`config.mk`:
```
export PLATFORM = sky130hd
export DESIGN_NAME = led_uart_reporter
export DESIGN_NICKNAME = d
export VERILOG_FILES = /design/src/rtl/led_uart_reporter.sv
export SDC_FILE = /design/constraint.sdc
export NUM_CORES = 1
export LEC_CHECK = 0
export BUFFER_PORTS_ARGS = -buffer_cell sky130_fd_sc_hd__clkbuf_2
export CAP_MARGIN = 20
export CORE_MARGIN = 8
export CORE_UTILIZATION = 43
export CTS_CLUSTER_DIAMETER = 200
export DETAILED_ROUTE_END_ITERATION = 16
export GPL_ROUTABILITY_DRIVEN = 0
export PLACE_DENSITY = 0.61
export SLEW_MARGIN = 20
export SYNTH_ARGS = -nofsm -noshare
export SYNTH_HDL_FRONTEND = slang
export SYNTH_SLANG_ARGS = --single-unit
```
`constraint.sdc`:
```
create_clock -name Clock -period 4.38 [get_ports Clock]
set_clock_uncertainty 0.2 [all_clocks]
set_input_delay 0.219 -clock Clock [delete_from_list [all_inputs] [get_ports Clock]]
set_output_delay 0.219 -clock Clock [all_outputs]
set_load 0.02 [all_outputs]
```
`src/rtl/led_uart_reporter.sv`:
```
// led_uart_reporter
//   Watches the ALU's LED register and sends every new value as one
//   UART 8N1 frame (LSB first, idle high). Changes are buffered in a
//   small circular FIFO so bursts of LED updates are not lost while a
//   frame is on the wire. If a change arrives while the FIFO is full and
//   no byte leaves that cycle, the change is dropped and a sticky
//   overflow flag is raised.
//
// Parameters
//   CLKS_PER_BIT  clock cycles per UART bit (>= 2)
//   FIFO_DEPTH    bytes buffered between change detector and transmitter
//
// Ports
//   Clock       sole clock, rising edge
//   Reset       synchronous, active-high reset
//   iLed[7:0]   LED register value
//   oTx         UART serial line (registered, idle high)
//   oBusy       high while the FIFO holds data or a frame is in progress
//   oOverflow   sticky: a change was dropped because the FIFO was full
//   oFifoCount  current FIFO occupancy, 0..FIFO_DEPTH

module led_uart_reporter #(
    parameter int CLKS_PER_BIT = 434,
    parameter int FIFO_DEPTH   = 4
) (
    input  logic       Clock,
    input  logic       Reset,
    input  logic [7:0] iLed,
    output logic       oTx,
    output logic       oBusy,
    output logic       oOverflow,
    output logic [2:0] oFifoCount
);

    localparam int               PTR_W     = (FIFO_DEPTH > 1) ? $clog2(FIFO_DEPTH) : 1;
    localparam logic [PTR_W-1:0] PTR_LAST  = PTR_W'(FIFO_DEPTH - 1);
    localparam logic [2:0]       DEPTH_CNT = 3'(FIFO_DEPTH);
    localparam logic [15:0]      BAUD_LAST = 16'(CLKS_PER_BIT - 1);

    typedef enum logic [1:0] {
        IDLE,
        START,
        DATA,
        STOP
    } txState_t;

    // Change detector and FIFO
    logic [7:0]       rLast;
    logic [7:0]       fifoMem [FIFO_DEPTH];
    logic [PTR_W-1:0] wrPtr;
    logic [PTR_W-1:0] rdPtr;
    logic [2:0]       count;
    logic             pushReq;
    logic             push;
    logic             drop;

    // Transmitter
    txState_t    state;
    txState_t    stateNext;
    logic [15:0] baudCnt;
    logic [15:0] baudCntNext;
    logic [2:0]  bitIdx;
    logic [2:0]  bitIdxNext;
    logic [7:0]  shiftReg;
    logic [7:0]  shiftRegNext;
    logic        txReg;
    logic        txNext;
    logic        pop;
    logic        baudDone;

    assign pushReq  = (iLed != rLast);
    // A full FIFO still accepts a byte when the head leaves in the same cycle.
    assign push     = pushReq && ((count != DEPTH_CNT) || pop);
    assign drop     = pushReq && (count == DEPTH_CNT) && !pop;
    assign baudDone = (baudCnt == BAUD_LAST);

    // Next-state and next-output logic. oTx is registered, so txNext is
    // the line level belonging to the state being entered.
    always_comb begin
        stateNext    = state;
        baudCntNext  = baudCnt;
        bitIdxNext   = bitIdx;
        shiftRegNext = shiftReg;
        txNext       = txReg;
        pop          = 1'b0;

        case (state)
            IDLE: begin
                txNext = 1'b1;
                if (count != '0) begin
                    pop          = 1'b1;
                    shiftRegNext = fifoMem[rdPtr];
                    baudCntNext  = '0;
                    stateNext    = START;
                    txNext       = 1'b0;
                end
            end
            START: begin
                if (baudDone) begin
                    baudCntNext = '0;
                    bitIdxNext  = '0;
                    stateNext   = DATA;
                    txNext      = shiftReg[0];
                end else begin
                    baudCntNext = baudCnt + 16'd1;
                end
            end
            DATA: begin
                if (baudDone) begin
                    baudCntNext = '0;
                    if (bitIdx == 3'd7) begin
                        stateNext = STOP;
                        txNext    = 1'b1;
                    end else begin
                        // Shift first; the next bit out is the new bit 0.
                        bitIdxNext   = bitIdx + 3'd1;
                        shiftRegNext = shiftReg >> 1;
                        txNext       = shiftReg[1];
                    end
                end else begin
                    baudCntNext = baudCnt + 16'd1;
                end
            end
            STOP: begin
                if (baudDone) begin
                    baudCntNext = '0;
                    if (count != '0) begin
                        // Back-to-back frames: no idle bit between them.
                        pop          = 1'b1;
                        shiftRegNext = fifoMem[rdPtr];
                        stateNext    = START;
                        txNext       = 1'b0;
                    end else begin
                        stateNext = IDLE;
                        txNext    = 1'b1;
                    end
                end else begin
                    baudCntNext = baudCnt + 16'd1;
                end
            end
            default: begin
                stateNext = IDLE;
                txNext    = 1'b1;
            end
        endcase
    end

    always_ff @(posedge Clock) begin
        if (Reset) begin
            state     <= IDLE;
            baudCnt   <= '0;
            bitIdx    <= '0;
            shiftReg  <= '0;
            txReg     <= 1'b1;
            rLast     <= 8'h00;
            wrPtr     <= '0;
            rdPtr     <= '0;
            count     <= '0;
            oOverflow <= 1'b0;
        end else begin
            state    <= stateNext;
            baudCnt  <= baudCntNext;
            bitIdx   <= bitIdxNext;
            shiftReg <= shiftRegNext;
            txReg    <= txNext;
            rLast    <= iLed;

            if (push) begin
                wrPtr <= (wrPtr == PTR_LAST) ? '0 : wrPtr + 1'b1;
            end
            if (pop) begin
                rdPtr <= (rdPtr == PTR_LAST) ? '0 : rdPtr + 1'b1;
            end

            case ({push, pop})
                2'b10:   count <= count + 3'd1;
                2'b01:   count <= count - 3'd1;
                default: count <= count;
            endcase

            if (drop) begin
                oOverflow <= 1'b1;
            end
        end
    end

    // Storage has no reset; occupancy is tracked by the pointers and count.
    always_ff @(posedge Clock) begin
        if (!Reset && push) begin
            fifoMem[wrPtr] <= iLed;
        end
    end

    assign oTx        = txReg;
    assign oBusy      = (state != IDLE) || (count != '0);
    assign oFifoCount = count;

endmodule

```
Word-level counts from Yosys, hierarchy flattened
Memory sizes are Yosys's and may differ from the RTL's. A register that Yosys moved wholly into a read port is not among the register bits. Index checks and enable logic that the tools add are counted.

ROM bits: 0. Memories kept: 1. Output and inout bits: 6. Bits in registers: 46. Latch bits: 0. Bits in writable memories: 32.

Memory list: fifoMem (depth 4, width 8, rd ports 1, clocked after Yosys merged registers in 1, write ports 1, line 49) `logic [7:0] fifoMem [FIFO_DEPTH];`.

Divide/modulo/power cells: 0. Add/subtract/negate cells: 6. Shifts and indexed selects: 0. Eq/ne operators: 18. Reductions and logical operators: 19. $mul: 0. Bitwise logic cells: 0. Multiplexer cells: 35. Magnitude comparators: 0.

Operators with widths (count): $mux W16 (2); $mux W8 (4); $pmux W16 S2 (1); $pmux W8 S3 (1); $mux W2 (9); $add A16 B1 Y16 const B (1); $eq A16 B9 Y1 const B (1); $ne A2 B2 Y1 const B (6); $pmux W3 S2 (2); $eq A2 B2 Y1 const B (5); $mux W1 (10); $mux W3 (3); $ne A8 B8 Y1 (1); $pmux W2 S4 (1); $reduce_and A4 Y1 (2); $add A3 B1 Y3 const B (2); $eq A3 B3 Y1 const B (2); $reduce_bool A2 Y1 (3); $reduce_bool A3 Y1 (2); $reduce_and A5 Y1 (1); $add A2 B1 Y2 const B (2); $eq A2 B1 Y1 const B (2); $logic_and A1 B1 Y1 (4); $pmux W1 S4 (1); other kinds (8) (10).

Depth between registers and ports, before layout
Depth in word-level cells: 9. Depth in mapped cells: 10. Mapped depth without buffers: 10.

Least setup slack after synthesis
OpenSTA, ideal clock, no wires.

Path type: reg2reg. Start point: reg baudCnt[6]. End point: mem fifoMem[1][0] (enable). Setup slack: 1.348 ns. Arrival: 2.447 ns. Cell stages (with the launch flop): 7. Library setup time: 0.385 ns. Required time: 3.795 ns. Cell sequence: dfxtp_1 clkbuf_1 or4_1 nor4_4 a21oi_2 a21o_1 nor3b_1.

Longest elaborated chain between the ends: 8.

Ends and longest elaborated chain: start: declaration (line 60) `logic [15:0] baudCnt;`; start signal: assignment (line 162) `baudCnt <= baudCntNext;`; $eq A16 B9 Y1 (line 75) `assign baudDone = (baudCnt == BAUD_LAST);`; $mux W1 (line 125) `if (baudDone) begin`; $pmux W1 S2 (line 87) `case (state)`; $logic_or A1 B1 Y1 (line 73) `assign push = pushReq && ((count != DEPTH_CNT) || pop);`; $logic_and A1 B1 Y1 (line 73); $logic_and A1 B1 Y1 (line 189) `if (!Reset && push) begin`; $mux W1 (line 189); $mux W1 (implied by the code) (line 190) `fifoMem[wrPtr] <= iLed;`; end: declaration (line 49).

Every way passes these cells.

Worst setup path in the final report
Start point: reg state[0]. End point: out oBusy.

Longest elaborated chain between the ends: 2.

Ends and longest elaborated chain: start: declaration (line 58) `txState_t state;`; start signal: assignment (line 161) `state <= stateNext;`; $reduce_bool A2 Y1 (line 195) `assign oBusy = (state != IDLE) || (count != '0);`; $logic_or A1 B1 Y1 (line 195); end: declaration (line 30) `output logic oBusy,`.

Every way passes these cells.

==> results.cfg <==
[cells_and_area]
most-common-layout-cells = 48 x dfxtp_1, 32 x edfxtp_1, 28 x nand2_1
final.fill_count = 730
post_route_cells_drive_above_1_share_pct = 15.13
stdcell_area_um2 = 4136
antenna_cells_inserted = 0
layout.cells.non_filler = 462
finalNetCount = 377
area_growth_from_synthesis_to_layout_pct = 13.37
post-route-util_pct = 50.34
most_common_cell_after_layout_fill_and_taps_aside = dfxtp_1

[routing]
antenna_viol_nets_final = 0
dr.pass1.iters = 4
totalWireLength_mm = 6.872
routed_wire_length_per_instance_um = 14.87
drc = 0
vias_after_detailed_routing = 2489
vias_per_cell = 5.387
dr.first_iter.drc_count = 137

[worst_setup_path]
crit_chain = inv_1 > ha_1 > inv_1 > nor2_1 > clkinv_1 > clkbuf_2
worst-setup-path-type = reg2out
critical-path-slowest-cell = nor2_1
path_max_fanout = 12
required_ns = 3.96
cp_common_cell = inv_1
crit_path_max_incr_delay_ns = 0.58
critPathArrivalTime_ns = 2.82
timing.critical_path.to_type = primary output
startpoint_type = register

[sta]
timing.setup.tns_ns = 0
worst-slew-pin-transition_ns = 0.9799
finalHoldWorstSlack_ns = 0.2763
final.min_clock_period_ns = 3.237
rsz0062_at_grt = false
timing_max_transition_violations_final = 0
final_critical_path_setup_slack_ns = 1.143
hold_viol = 0
max_freq_mhz = 308.9
setup-violations-final = 0
fin_crit_sh_pct = 73.91
timing.slew.headroom_pct = 34.67

[cts]
number_of_clock_buffers_inserted_by_tritoncts = 9
cts.clk_slew.worst_paths_ns = 0.09
clock_tree.buffer_depth = 2
cts.sink_count = 80
cts_max_level = 3
cts_root_buffer = clkbuf_8
clock_latency_ns = 0.35
cts_resized = 0
postCtsSetupBuffers = 0
cts-hold-fix-buffers = 8
cts_tree = done

[synth]
synthesized_area_divided_by_synthesized_cell_count_um2 = 11.09
synthesis.area_um2 = 3648
synthesis.instances = 329
number_of_enable_type_register_cells_in_the_synthesized_netlist = 32
ys_ff_latch = 80
ys_dominant_reg_cell = dfxtp_1
mappedNetlistNets = 354
async_reset_ff_share_pct = 0
synthDistinctLibCells = 54
yosys_warnings = 0
fraction_of_the_yosys_area_taken_by_sequential_cells_pct = 52.67

[power_and_ir_drop]
sw_frac_of_total_pct = 36.23
totalPowerFinal_mw = 2.415
p_int_mw = 1.540
netSwitchingPower_uw = 874.7
power_frac_clock_pct = 26.1
p_comb_share_pct = 34.0
leakage_nw = 1.496
peakVddDrop_uv = 250.6
power.density_nw_per_um2 = 583.7
share_seq_of_total_power_pct = 39.9

[floorplanning]
die_width_um = 108.1
core_area_um2 = 8217
fp.dieH_um = 108.1
placementRows = 33
top_level_ports = 16
fp.dieArea_um2 = 11690
initial_utilization_pct = 44.40

[placement]
detailedPlacementHpwl_mm = 4.592
post-place-cells = 438
pre_cts_slack_ns = 1.323
dpl-instance-area_um2 = 3824
port_buffers = 15

[global_route]
grt_pass1_vias = 2351
grtUsageTotal_pct = 12.66
grt_first_pass_wirelength_mm = 11.67
globalRoute.totalOverflow = 0
grt_max_degree = 56
antenna_found_initial = 0

[worst_hold_path]
worst_hold_path_type = reg2reg

[outcome]
outcome = finished clean

[run]
drv_cap = 0
-- power by group through the flow --
stage / clock network [mW] / registers [mW] / logic [mW]
after detailed placement: 0 / 0.984 / 0.815
after global routing: 0.683 / 0.980 / 0.928
after CTS: 0.649 / 0.967 / 0.825
after global placement: 0 / 0.980 / 0.808
after floorplan: 0 / 0.965 / 0.644
final: 0.629 / 0.964 / 0.821
-- worst max-delay path: cells and delay by family (launching register included) --
family | cells | cell delay [ns]
DFF | 1 | 0.34
and+or+nand+nor | 1 | 0.58
buffers and inverters | 4 | 1.10
adders and majority gates | 1 | 0.46
-- state kept, by name, summed over array words and instances (netlist names), named ones only --
name        count
bitIdx          3
fifoMem        32
state           2
wrPtr           2
shiftReg        8
rLast           8
baudCnt        16
oTx             1
rdPtr           2
oOverflow       1
oFifoCount      3
-- Yosys cell counts (8+ instances only) --
cell type  instances  area [um^2]
nor2_1            24        90.09
dfxtp_1           48        960.9
nand2_1           28        105.1
xor2_1             8        70.07
ha_1              14        175.2
clkbuf_1          14        52.55
a311oi_1          12        105.1
nand3_1           12        60.06
a21oi_1           13        65.06
inv_1              8        30.03
nor2b_1           10        62.56
mux4_2             8        180.2
o21ai_0           11        55.05
nor3_1            11        55.05
edfxtp_1          32        960.9
-- cell type report --
cell class                      count  area [um^2]  share of cell area (%)
Sequential cell                    80         1922                   46.46
Tap cell                          105        131.4                   3.176
Timing Repair Buffer               28        192.7                   4.658
Multi-Input combinational cell    223         1620                   39.17
Clock inverter                      7        108.9                   2.632
Clock buffer                        9        123.9                   2.995
Inverter                           10        37.54                  0.9074
-- cell families after synthesis --
| kind of cell | count (synthesis) | share of synthesized area (%) |
|---|---|---|
| AND/OR/NAND/NOR | 123 | 18.11 |
| buffers and inverters | 26 | 2.915 |
| multiplexers | 16 | 7.339 |
| adder cells (fa/ha/maj) | 15 | 5.350 |
| flip-flops | 80 | 52.67 |
| XOR/XNOR | 9 | 2.161 |
| AO/OA/AOI/OAI | 60 | 11.45 |
-- final timing paths --
| kind | startpoint | to | slack, ns | depth (start not counted) |
|---|---|---|---|---|
| max | state[0] | oBusy | 1.14 | 6 |
| min | shiftReg[7] | shiftReg[6] | 0.28 | 2 |
| max reg2reg | state[0] | oFifoCount[2] | 1.27 | 10 |
| min reg2reg | shiftReg[7] | shiftReg[6] | 0.28 | 2 |
-- layer usage --
layer  share of wire, %  wire length, um  track usage [%]
met2                 44             3009            18.09
met4               0.79               54            5.055
met3                5.2              360            4.105
met1                 50             3448            17.26
met5                  0                0                0
No activity file was read; power rests on OpenSTA's default activity.
